File: src/rtl/tdc_meas_ctrl.sv
// TDC measurement controller: launches 2^LOG2_SAMPLES TDC conversions per burst and
// reduces the returned Hamming weights to sum/mean/min/max for a valid/ready host port.
module tdc_meas_ctrl #(
    parameter int N            = 64,
    parameter int HW_W         = $clog2(N) + 1,
    parameter int LOG2_SAMPLES = 4,
    parameter int TIMEOUT      = 255
) (
    input  logic                         clk,
    input  logic                         rst_n,
    input  logic                         start,
    output logic                         busy,
    output logic                         tdc_en,
    output logic                         tdc_val_in,
    output logic                         tdc_pg_tog,
    input  logic [HW_W-1:0]              tdc_hw,
    input  logic                         tdc_val_out,
    output logic                         res_valid,
    input  logic                         res_ready,
    output logic [HW_W+LOG2_SAMPLES-1:0] res_sum,
    output logic [HW_W-1:0]              res_mean,
    output logic [HW_W-1:0]              res_min,
    output logic [HW_W-1:0]              res_max,
    output logic [LOG2_SAMPLES:0]        res_count,
    output logic                         res_timeout
);

    // state  | meaning
    // IDLE   | waiting for start, result port empty
    // LAUNCH | one-cycle launch pulse to the TDC core
    // WAIT   | waiting for tdc_val_out, timeout down-counter running
    // DONE   | result presented, waiting for res_ready
    localparam logic [1:0] S_IDLE   = 2'd0;
    localparam logic [1:0] S_LAUNCH = 2'd1;
    localparam logic [1:0] S_WAIT   = 2'd2;
    localparam logic [1:0] S_DONE   = 2'd3;

    localparam int SUM_W = HW_W + LOG2_SAMPLES;
    localparam int CNT_W = LOG2_SAMPLES + 1;
    localparam logic [CNT_W-1:0] NUM_SAMPLES = {1'b1, {LOG2_SAMPLES{1'b0}}};
    localparam logic [15:0]      TMO_LOAD    = 16'(TIMEOUT - 1);

    logic [1:0]       r_state;
    logic [15:0]      r_tmo_cnt;
    logic             r_busy;
    logic             r_tdc_en;
    logic             r_val_in;
    logic             r_pg_tog;
    logic             r_res_valid;
    logic             r_timeout;
    logic [SUM_W-1:0] r_sum;
    logic [HW_W-1:0]  r_mean;
    logic [HW_W-1:0]  r_min;
    logic [HW_W-1:0]  r_max;
    logic [CNT_W-1:0] r_count;

    logic [SUM_W-1:0] w_sum_acc;
    logic [CNT_W-1:0] w_cnt_inc;
    logic [HW_W-1:0]  w_min_acc;
    logic [HW_W-1:0]  w_max_acc;

    assign w_sum_acc = r_sum + {{LOG2_SAMPLES{1'b0}}, tdc_hw};
    assign w_cnt_inc = r_count + 1'b1;
    assign w_min_acc = (tdc_hw < r_min) ? tdc_hw : r_min;
    assign w_max_acc = (tdc_hw > r_max) ? tdc_hw : r_max;

    always_ff @(posedge clk or negedge rst_n) begin
        if (!rst_n) begin
            r_state     <= S_IDLE;
            r_tmo_cnt   <= '0;
            r_busy      <= 1'b0;
            r_tdc_en    <= 1'b0;
            r_val_in    <= 1'b0;
            r_pg_tog    <= 1'b0;
            r_res_valid <= 1'b0;
            r_timeout   <= 1'b0;
            r_sum       <= '0;
            r_mean      <= '0;
            r_min       <= '0;
            r_max       <= '0;
            r_count     <= '0;
        end else begin
            case (r_state)
                S_IDLE: begin
                    if (start) begin
                        r_state   <= S_LAUNCH;
                        r_busy    <= 1'b1;
                        r_tdc_en  <= 1'b1;
                        r_val_in  <= 1'b1;
                        r_pg_tog  <= ~r_pg_tog;
                        r_timeout <= 1'b0;
                        r_sum     <= '0;
                        r_mean    <= '0;
                        r_min     <= '1;
                        r_max     <= '0;
                        r_count   <= '0;
                    end
                end
                S_LAUNCH: begin
                    r_state   <= S_WAIT;
                    r_val_in  <= 1'b0;
                    r_tmo_cnt <= TMO_LOAD;
                end
                S_WAIT: begin
                    // A result arriving on the terminal cycle still counts as a sample.
                    if (tdc_val_out) begin
                        r_sum   <= w_sum_acc;
                        r_mean  <= HW_W'(w_sum_acc >> LOG2_SAMPLES);
                        r_count <= w_cnt_inc;
                        r_min   <= w_min_acc;
                        r_max   <= w_max_acc;
                        if (w_cnt_inc == NUM_SAMPLES) begin
                            r_state     <= S_DONE;
                            r_tdc_en    <= 1'b0;
                            r_res_valid <= 1'b1;
                        end else begin
                            r_state  <= S_LAUNCH;
                            r_val_in <= 1'b1;
                            r_pg_tog <= ~r_pg_tog;
                        end
                    end else if (r_tmo_cnt == '0) begin
                        r_state     <= S_DONE;
                        r_tdc_en    <= 1'b0;
                        r_res_valid <= 1'b1;
                        r_timeout   <= 1'b1;
                        if (r_count == '0) begin
                            r_min <= '0;
                        end
                    end else begin
                        r_tmo_cnt <= r_tmo_cnt - 1'b1;
                    end
                end
                S_DONE: begin
                    if (res_ready) begin
                        r_state     <= S_IDLE;
                        r_busy      <= 1'b0;
                        r_res_valid <= 1'b0;
                    end
                end
            endcase
        end
    end

    assign busy        = r_busy;
    assign tdc_en      = r_tdc_en;
    assign tdc_val_in  = r_val_in;
    assign tdc_pg_tog  = r_pg_tog;
    assign res_valid   = r_res_valid;
    assign res_timeout = r_timeout;
    assign res_sum     = r_sum;
    assign res_mean    = r_mean;
    assign res_min     = r_min;
    assign res_max     = r_max;
    assign res_count   = r_count;

endmodule

File: config.mk
export PLATFORM = sky130hd
export DESIGN_NAME = tdc_meas_ctrl
export DESIGN_NICKNAME = d
export VERILOG_FILES = /design/src/rtl/tdc_meas_ctrl.sv
export SDC_FILE = /design/constraint.sdc
export NUM_CORES = 1
export LEC_CHECK = 0
export ABC_AREA = 1
export CAP_MARGIN = 20
export CORE_MARGIN = 3
export CORE_UTILIZATION = 45
export CTS_BUF_LIST = sky130_fd_sc_hd__clkbuf_4 sky130_fd_sc_hd__clkbuf_8 sky130_fd_sc_hd__clkbuf_16
export CTS_CLUSTER_DIAMETER = 50
export DETAILED_ROUTE_END_ITERATION = 16
export PLACE_DENSITY = 0.77
export SKIP_LAST_GASP = 1
export SLEW_MARGIN = 15
export SYNTH_ARGS = -nofsm -noshare
export SYNTH_HDL_FRONTEND = slang
export SYNTH_SLANG_ARGS = --single-unit
File: constraint.sdc
create_clock -name clk -period 1.7 [get_ports clk]
set_input_delay 0.34 -clock clk [delete_from_list [all_inputs] [get_ports clk]]
set_output_delay 0.34 -clock clk [all_outputs]
set_load 0.01 [all_outputs]
==> flow_summary_export.csv, run 1 <==
group,metric,value,unit
logic_synthesis,async_reset_ff_frac,1.00,
drt,first_pass_iters,4,
drt,vias,3576,
placed_design,place.gp.congestion,0.852,
floorplanning,pin_count,55,
sta,worst_pin_slew,348,ps
grt,grt-busiest-layer,"met2",
sta,skew,7.56,ps
logic_synthesis,synth-compound-area-share,0.109,
critical_path,crit_family,"buffers and inverters",
sta,fin_crit_sh,1.00,
logic_synthesis,ys_seq_area_frac,0.366,
run,drv_cap,0,
floorplanning,core_area,0.00785,mm2
drt,wirelength,9400,um
sta,setup_violations,1,
critical_path,end_kind,"primary output",
finish,fin_nets,628,
sta,rsz0062_at_grt,"true",
grt,gr-total-overflow,0,
drt,wl_per_cell,13.6,um
placed_design,dpl.hpwl,7240,um
grt,grtUsageMet3,0.0256,
logic_synthesis,netlist_area,0.00369,mm2
sta,drv_slew,0,
logic_synthesis,synth_mux_area_frac,0,
clocking,cts_buffers,5,
run_status,violations,"negative setup slack",
logic_synthesis,synth_seq_cells,54,
floorplanning,start_util,0.471,
logic_synthesis,synth_top_family_by_area,"simple AND/OR/NAND/NOR gates",
critical_path,arrival,1360,ps
critical_path,cp_slowest_cell,"clkdlybuf4s50_1",
critical_path,critPathKind,"flop to primary output",
logic_synthesis,syn_area_per_cell,7.49,um2
grt,gr-usage-met1,0.280,
sta,fin_hold_ws,462,ps
logic_synthesis,synth_largest_area_cell,"dfrtp_1",
logic_synthesis,synth_enable_flop_cells,0,
floorplanning,rows,32,
critical_path,crit_path_start_kind,"flop",
logic_synthesis,yosys_warnings,0,
critical_path,path_buf_inv,1,
critical_path,critPathRequiredTime,1360,ps
grt,grt_pass1_wl,15600,um
drt,drt_iter0_drc,155,
placed_design,place_ws,-608,ps
placed_design,dp_cells,678,
logic_synthesis,ys_top_cells_by_area,"dfrtp_1 (37%), nand2_1 (14%), ha_1 (8.1%), inv_1 (6.8%), nand3_1 (5.0%)",
floorplanning,die_w,96.6,um
logic_synthesis,synth_top_area_frac,0.366,
clocking,cts_tree,"yes",
hold_path,hold_class,"primary input to asynchronous set/reset pin",
logic_synthesis,syn_nets,530,
sta,slew-limit-headroom,0.767,
sta,final-hold-violation-count,0,
drt,postRouteAntennaNets,0,
power_and_ir_drop,power.leakage,2.49,nW
logic_synthesis,synth_cell_types,39,
critical_path,cpPeakStageDelay,580,ps
finish,fin_util,0.616,
clocking,cts_max_level,2,
floorplanning,die_y,96.6,um
clocking,insertion_delay,300,ps
sta,fin_ws,-4.50,ps
finish,diodes,0,
run_status,outcome,"finished, violations left",
grt,grtUsageTotal,0.211,
power_and_ir_drop,total_power,7.57,mW
power_and_ir_drop,peakVddDrop,0.000857,V
sta,final.min_clock_period,1700,ps
finish,area_growth,30.8,%
finish,drive_gt1_frac,0.183,
finish,fin_cells,693,
drt,drc,0,
logic_synthesis,synthFlopType,"dfrtp_1",
logic_synthesis,synthSimpleGateAreaFrac,0.321,
drt,viasPerCell,5.16,
logic_synthesis,synth.top_cells.by_count,"nand2_1 (134), inv_1 (67), dfrtp_1 (54)",
clocking,root_buffer,"clkbuf_8",
grt,grt_util_met2,0.364,
logic_synthesis,synth_xor_area_frac,0.0142,
logic_synthesis,synthCells,493,
clocking,clk_pin_slew,90,ps
critical_path,crit_fanout,8,
clocking,cts_buffer_depth,2,
grt,grt_pass1_vias,3449,
grt,grt_start_max_net_pins,30,
logic_synthesis,yosys.area_share.adder,0.0868,
floorplanning,dieArea,0.00933,mm2
clocking,cts_sinks,54,
power_and_ir_drop,p_per_area,1570,mW/mm2
grt,antenna_found_initial,0,
placed_design,portBuffers,54,
logic_synthesis,yosysMostFrequentCell,"nand2_1",
critical_path,cp_cell_sequence,"clkdlybuf4s50_1",
sta,fmax,587,MHz
-- what timing repair did --
item | CTS | global route
hold buffers | 1 | 0
buffers inserted | 1 | 6
hold endpoints to repair | 11 | 0
endpoints found under the setup margin | 23 | 29
resized for setup | 17 | 17
pin swaps | 2 | 1
-- cell type report --
class | count | area, um2
tap | 102 | 128
timing repair buffer | 105 | 948
inverter | 73 | 279
clock buffer | 7 | 83.8
sequential | 54 | 1350
fill | 699 | 3020
multi-input combinational | 352 | 2040
-- state kept, by name (all words and copies together), names as in the netlist --
| signal | flops |
|---|---|
| res_min | 7 |
| tdc_en | 1 |
| tdc_pg_tog | 1 |
| res_mean | 1 |
| r_state | 2 |
| res_sum | 10 |
| res_count | 5 |
| r_tmo_cnt | 16 |
| busy | 1 |
| tdc_val_in | 1 |
| res_timeout | 1 |
| res_valid | 1 |
| res_max | 7 |
-- cells in the final DEF (no fill, tap or decap), types with 5 or more instances in the layout --
master	instances
clkbuf_8	5
clkdlybuf4s50_1	43
dlygate4sd2_1	8
nand4_1	15
nand2_2	6
o21ai_0	27
nor2_4	7
inv_1	64
nor2_1	38
buf_4	46
nand3_1	34
nand2_4	5
dfrtp_1	52
o21bai_1	8
nand2_1	130
ha_1	21
a21oi_1	17
inv_2	8
-- routing by layer --
metal,wire length (um),part of all wire
met1,4260,0.45
met2,4640,0.49
met3,392,0.042
met4,114,0.012
met5,0,0
-- path summary, 6_finish.rpt --
path | start | endpoint | slack (ps) | cells after the start
min in group clk | tdc_val_in | tdc_val_in | 480 | 2
min | rst_n | r_tmo_cnt[0] | 460 | 2
max | res_count[3] | res_count[3] | -5 | 1
max in group asynchronous | rst_n | res_sum[2] | 730 | 3
min reg2reg | tdc_val_in | tdc_val_in | 480 | 2
max reg2reg | res_sum[0] | res_mean[6] | -5 | 11
-- kinds of logic after synthesis --
| family | after synthesis |
|---|---|
| and+or+nand+nor | 253 |
| buffers and inverters | 87 |
| DFF | 54 |
| adders and majority gates | 25 |
| AOI/OAI and AO/OA | 68 |
| xor gates and xnor gates | 6 |
-- metrics by stage --
stage               TNS [ps]  cell area (um2)
finish                 -4.50             4830
global route            -596             4830
CTS                    -57.4             4720
detailed placement    -11050             4610
global placement       -9260             4610
floorplan                  0             3700
-- power breakdown --
part           internal, mW  total (mW)  switching (mW)
Combinational          2.20        4.70            2.50
Sequential             1.76        2.16           0.399
Clock                 0.317       0.714           0.397
(Power assumes the default switching activity.)
==> run 2, diff against run 1 <==
--- a/config.mk
+++ b/config.mk
@@ -7,12 +7,11 @@
 export LEC_CHECK = 0
 export ABC_AREA = 1
 export CAP_MARGIN = 20
-export CORE_MARGIN = 3
-export CORE_UTILIZATION = 45
+export CORE_UTILIZATION = 35
 export CTS_BUF_LIST = sky130_fd_sc_hd__clkbuf_4 sky130_fd_sc_hd__clkbuf_8 sky130_fd_sc_hd__clkbuf_16
 export CTS_CLUSTER_DIAMETER = 50
 export DETAILED_ROUTE_END_ITERATION = 16
-export PLACE_DENSITY = 0.77
+export PLACE_DENSITY = 0.64
 export SKIP_LAST_GASP = 1
 export SLEW_MARGIN = 15
 export SYNTH_ARGS = -nofsm -noshare
==> run 2 against run 1 <==
Effect of this change: the run now ends clean; via count decreased by 1.7%; non-clock buffer count increased by 1; clock-buffer cell count decreased by 1; die area increased by 18%; sequential power about the same; critical path depth increased by 8; critical path type is now flop to flop.
==> flow_summary_export.csv, run 2 (same netlist as run 1, synthesis figures left out) <==
group,metric,value,unit
run_status,outcome,"finished, final reports clean",
run,drv_cap,0,
grt,grt_pass1_vias,3440,
sta,final.min_clock_period,1680,ps
clocking,cts_buffer_depth,2,
grt,gr-total-overflow,0,
placed_design,placed_area,0.00463,mm2
clocking,clk_pin_slew,100,ps
finish,area_growth,34.0,%
grt,grt_pass1_wl,16200,um
critical_path,startpoint,"res_sum[0]",
placed_design,dpl.hpwl,7260,um
drt,dr_wl_met2,4580,um
sta,skew,13.6,ps
drt,wirelength,9680,um
critical_path,critPathKind,"flop to flop",
placed_design,place.gp.congestion,0.856,
clocking,root_buffer,"clkbuf_8",
critical_path,arrival,1870,ps
drt,first_pass_iters,4,
clocking,cts_buffers,5,
floorplanning,rows,37,
finish,fin_area,0.00495,mm2
sta,worst_pin_slew,327,ps
drt,wl_per_cell,13.3,um
floorplanning,pin_count,55,
drt,vias,3514,
critical_path,crit_fanout,3,
finish,largest_register_ffs,16,
finish,fin_nets,629,
power_and_ir_drop,peakVddDrop,0.000835,V
critical_path,reg2reg_from,"res_sum[0]",
sta,setup_violations,0,
sta,drv_slew,0,
drt,postRouteAntennaNets,0,
finish,final_common_cell,"nand2_1",
floorplanning,start_util,0.359,
finish,final_cell_mix,"nand2_1 (128), inv_1 (60), dfrtp_1 (50), buf_4 (46), clkdlybuf4s50_1 (40)",
finish,diodes,0,
clocking,cts_tree,"yes",
hold_path,hold_class,"primary input to asynchronous set/reset pin",
placed_design,portBuffers,54,
power_and_ir_drop,power.leakage,2.57,nW
critical_path,crit_path_start_kind,"flop",
floorplanning,core_area,0.0103,mm2
clocking,insertion_delay,320,ps
sta,fin_crit_sh,0.987,
critical_path,critPathRequiredTime,1890,ps
sta,rsz0062_at_grt,"true",
drt,drt_iter0_drc,189,
grt,grtUsageTotal,0.184,
sta,final-hold-violation-count,0,
drt,wl_met3,414,um
drt,dr.max_layer_used,"met4",
grt,grt_start_max_net_pins,44,
drt,viasPerCell,4.83,
power_and_ir_drop,total_power,7.78,mW
clocking,cts_sinks,54,
grt,antenna_found_initial,0,
power_and_ir_drop,p_per_area,1570,mW/mm2
sta,fin_hold_ws,445,ps
clocking,cts_max_level,2,
drt,met1Wirelength,4440,um
finish,top_register,"r_tmo_cnt",
finish,drive_gt1_frac,0.199,
floorplanning,die_y,105,um
critical_path,end_kind,"flop",
floorplanning,die_w,105,um
drt,drc,0,
floorplanning,dieArea,0.0110,mm2
sta,slew-limit-headroom,0.781,
sta,fmax,596,MHz
-- run 2: cell count changes in the layout (fill, tap and decap cells not counted), sizes merged --
cell	previous run	this run
dlymetal6s2s	2	5
bufinv	0	1
clkbuf	7	6
buf	51	52
clkdlybuf4s50	43	40
-- run 2: what timing repair did --
| item | in CTS | in global routing |
|---|---|---|
| buffers inserted | 4 | 9 |
| hold buffers | 1 | 0 |
| pin swaps | 1 | 9 |
| endpoints found under the hold margin | 11 | 0 |
| gates resized for setup | 21 | 28 |
| endpoints found under the setup margin | 25 | 38 |
-- run 2: worst paths after layout --
kind                            cells after the start  slack [ps]      endpoint
worst max-delay path                                9          20    res_sum[4]
worst min-delay path                                2         450  r_tmo_cnt[0]
worst max register to register                      9          20    res_sum[4]
worst min register to register                      2         480    tdc_val_in
max in group asynchronous                           3         720  res_count[3]
min in group clk                                    2         480    tdc_val_in
-- run 2: area by class of cell --
class | instances | area, um2
Multi-Input combinational cell | 352 | 2050
Timing Repair Buffer | 106 | 976
Clock buffer | 6 | 82.6
Fill cell | 1026 | 5330
Inverter | 73 | 279
Sequential cell | 54 | 1360
Clock inverter | 1 | 30.0
Tap cell | 136 | 170
-- run 2: report_power, final --
part           internal, mW  switching (mW)
Clock                 0.472           0.432
Sequential             1.76           0.411
Combinational          2.19            2.52
Total                  4.42            3.36
-- run 2: worst max-delay path: stages, from the launching register on --
cell and delay [ps]:
dfrtp_1 360, ha_2 190, inv_2 40, fa_2 330, inv_2 70, nand2_2 70
o21ai_4 160, buf_6 120, xnor2_2 90, o21ai_1 110
-- run 2: through the flow --
stage | cells | setup slack (ps) | TNS, ps | utilization
5_1_grt | 728 | -86.0 | -650 | 0.481
4_1_cts | 719 | -7.43 | -7.43 | 0.467
6_report | 728 | 22.7 | 0 | 0.481
3_5_place_dp | 707 | -557 | -12210 | 0.450
3_3_place_gp | 707 | -490 | -10170 | 0.450
2_1_floorplan | 493 | 3.06 | 0 | -
-- run 2: routing by layer --
layer / track usage / vias up
met2: 0.296 / 84
met5: 0 / -
met4: 0.0795 / 0
met1: 0.245 / 1632
li1: - / 1780
met3: 0.0293 / 18
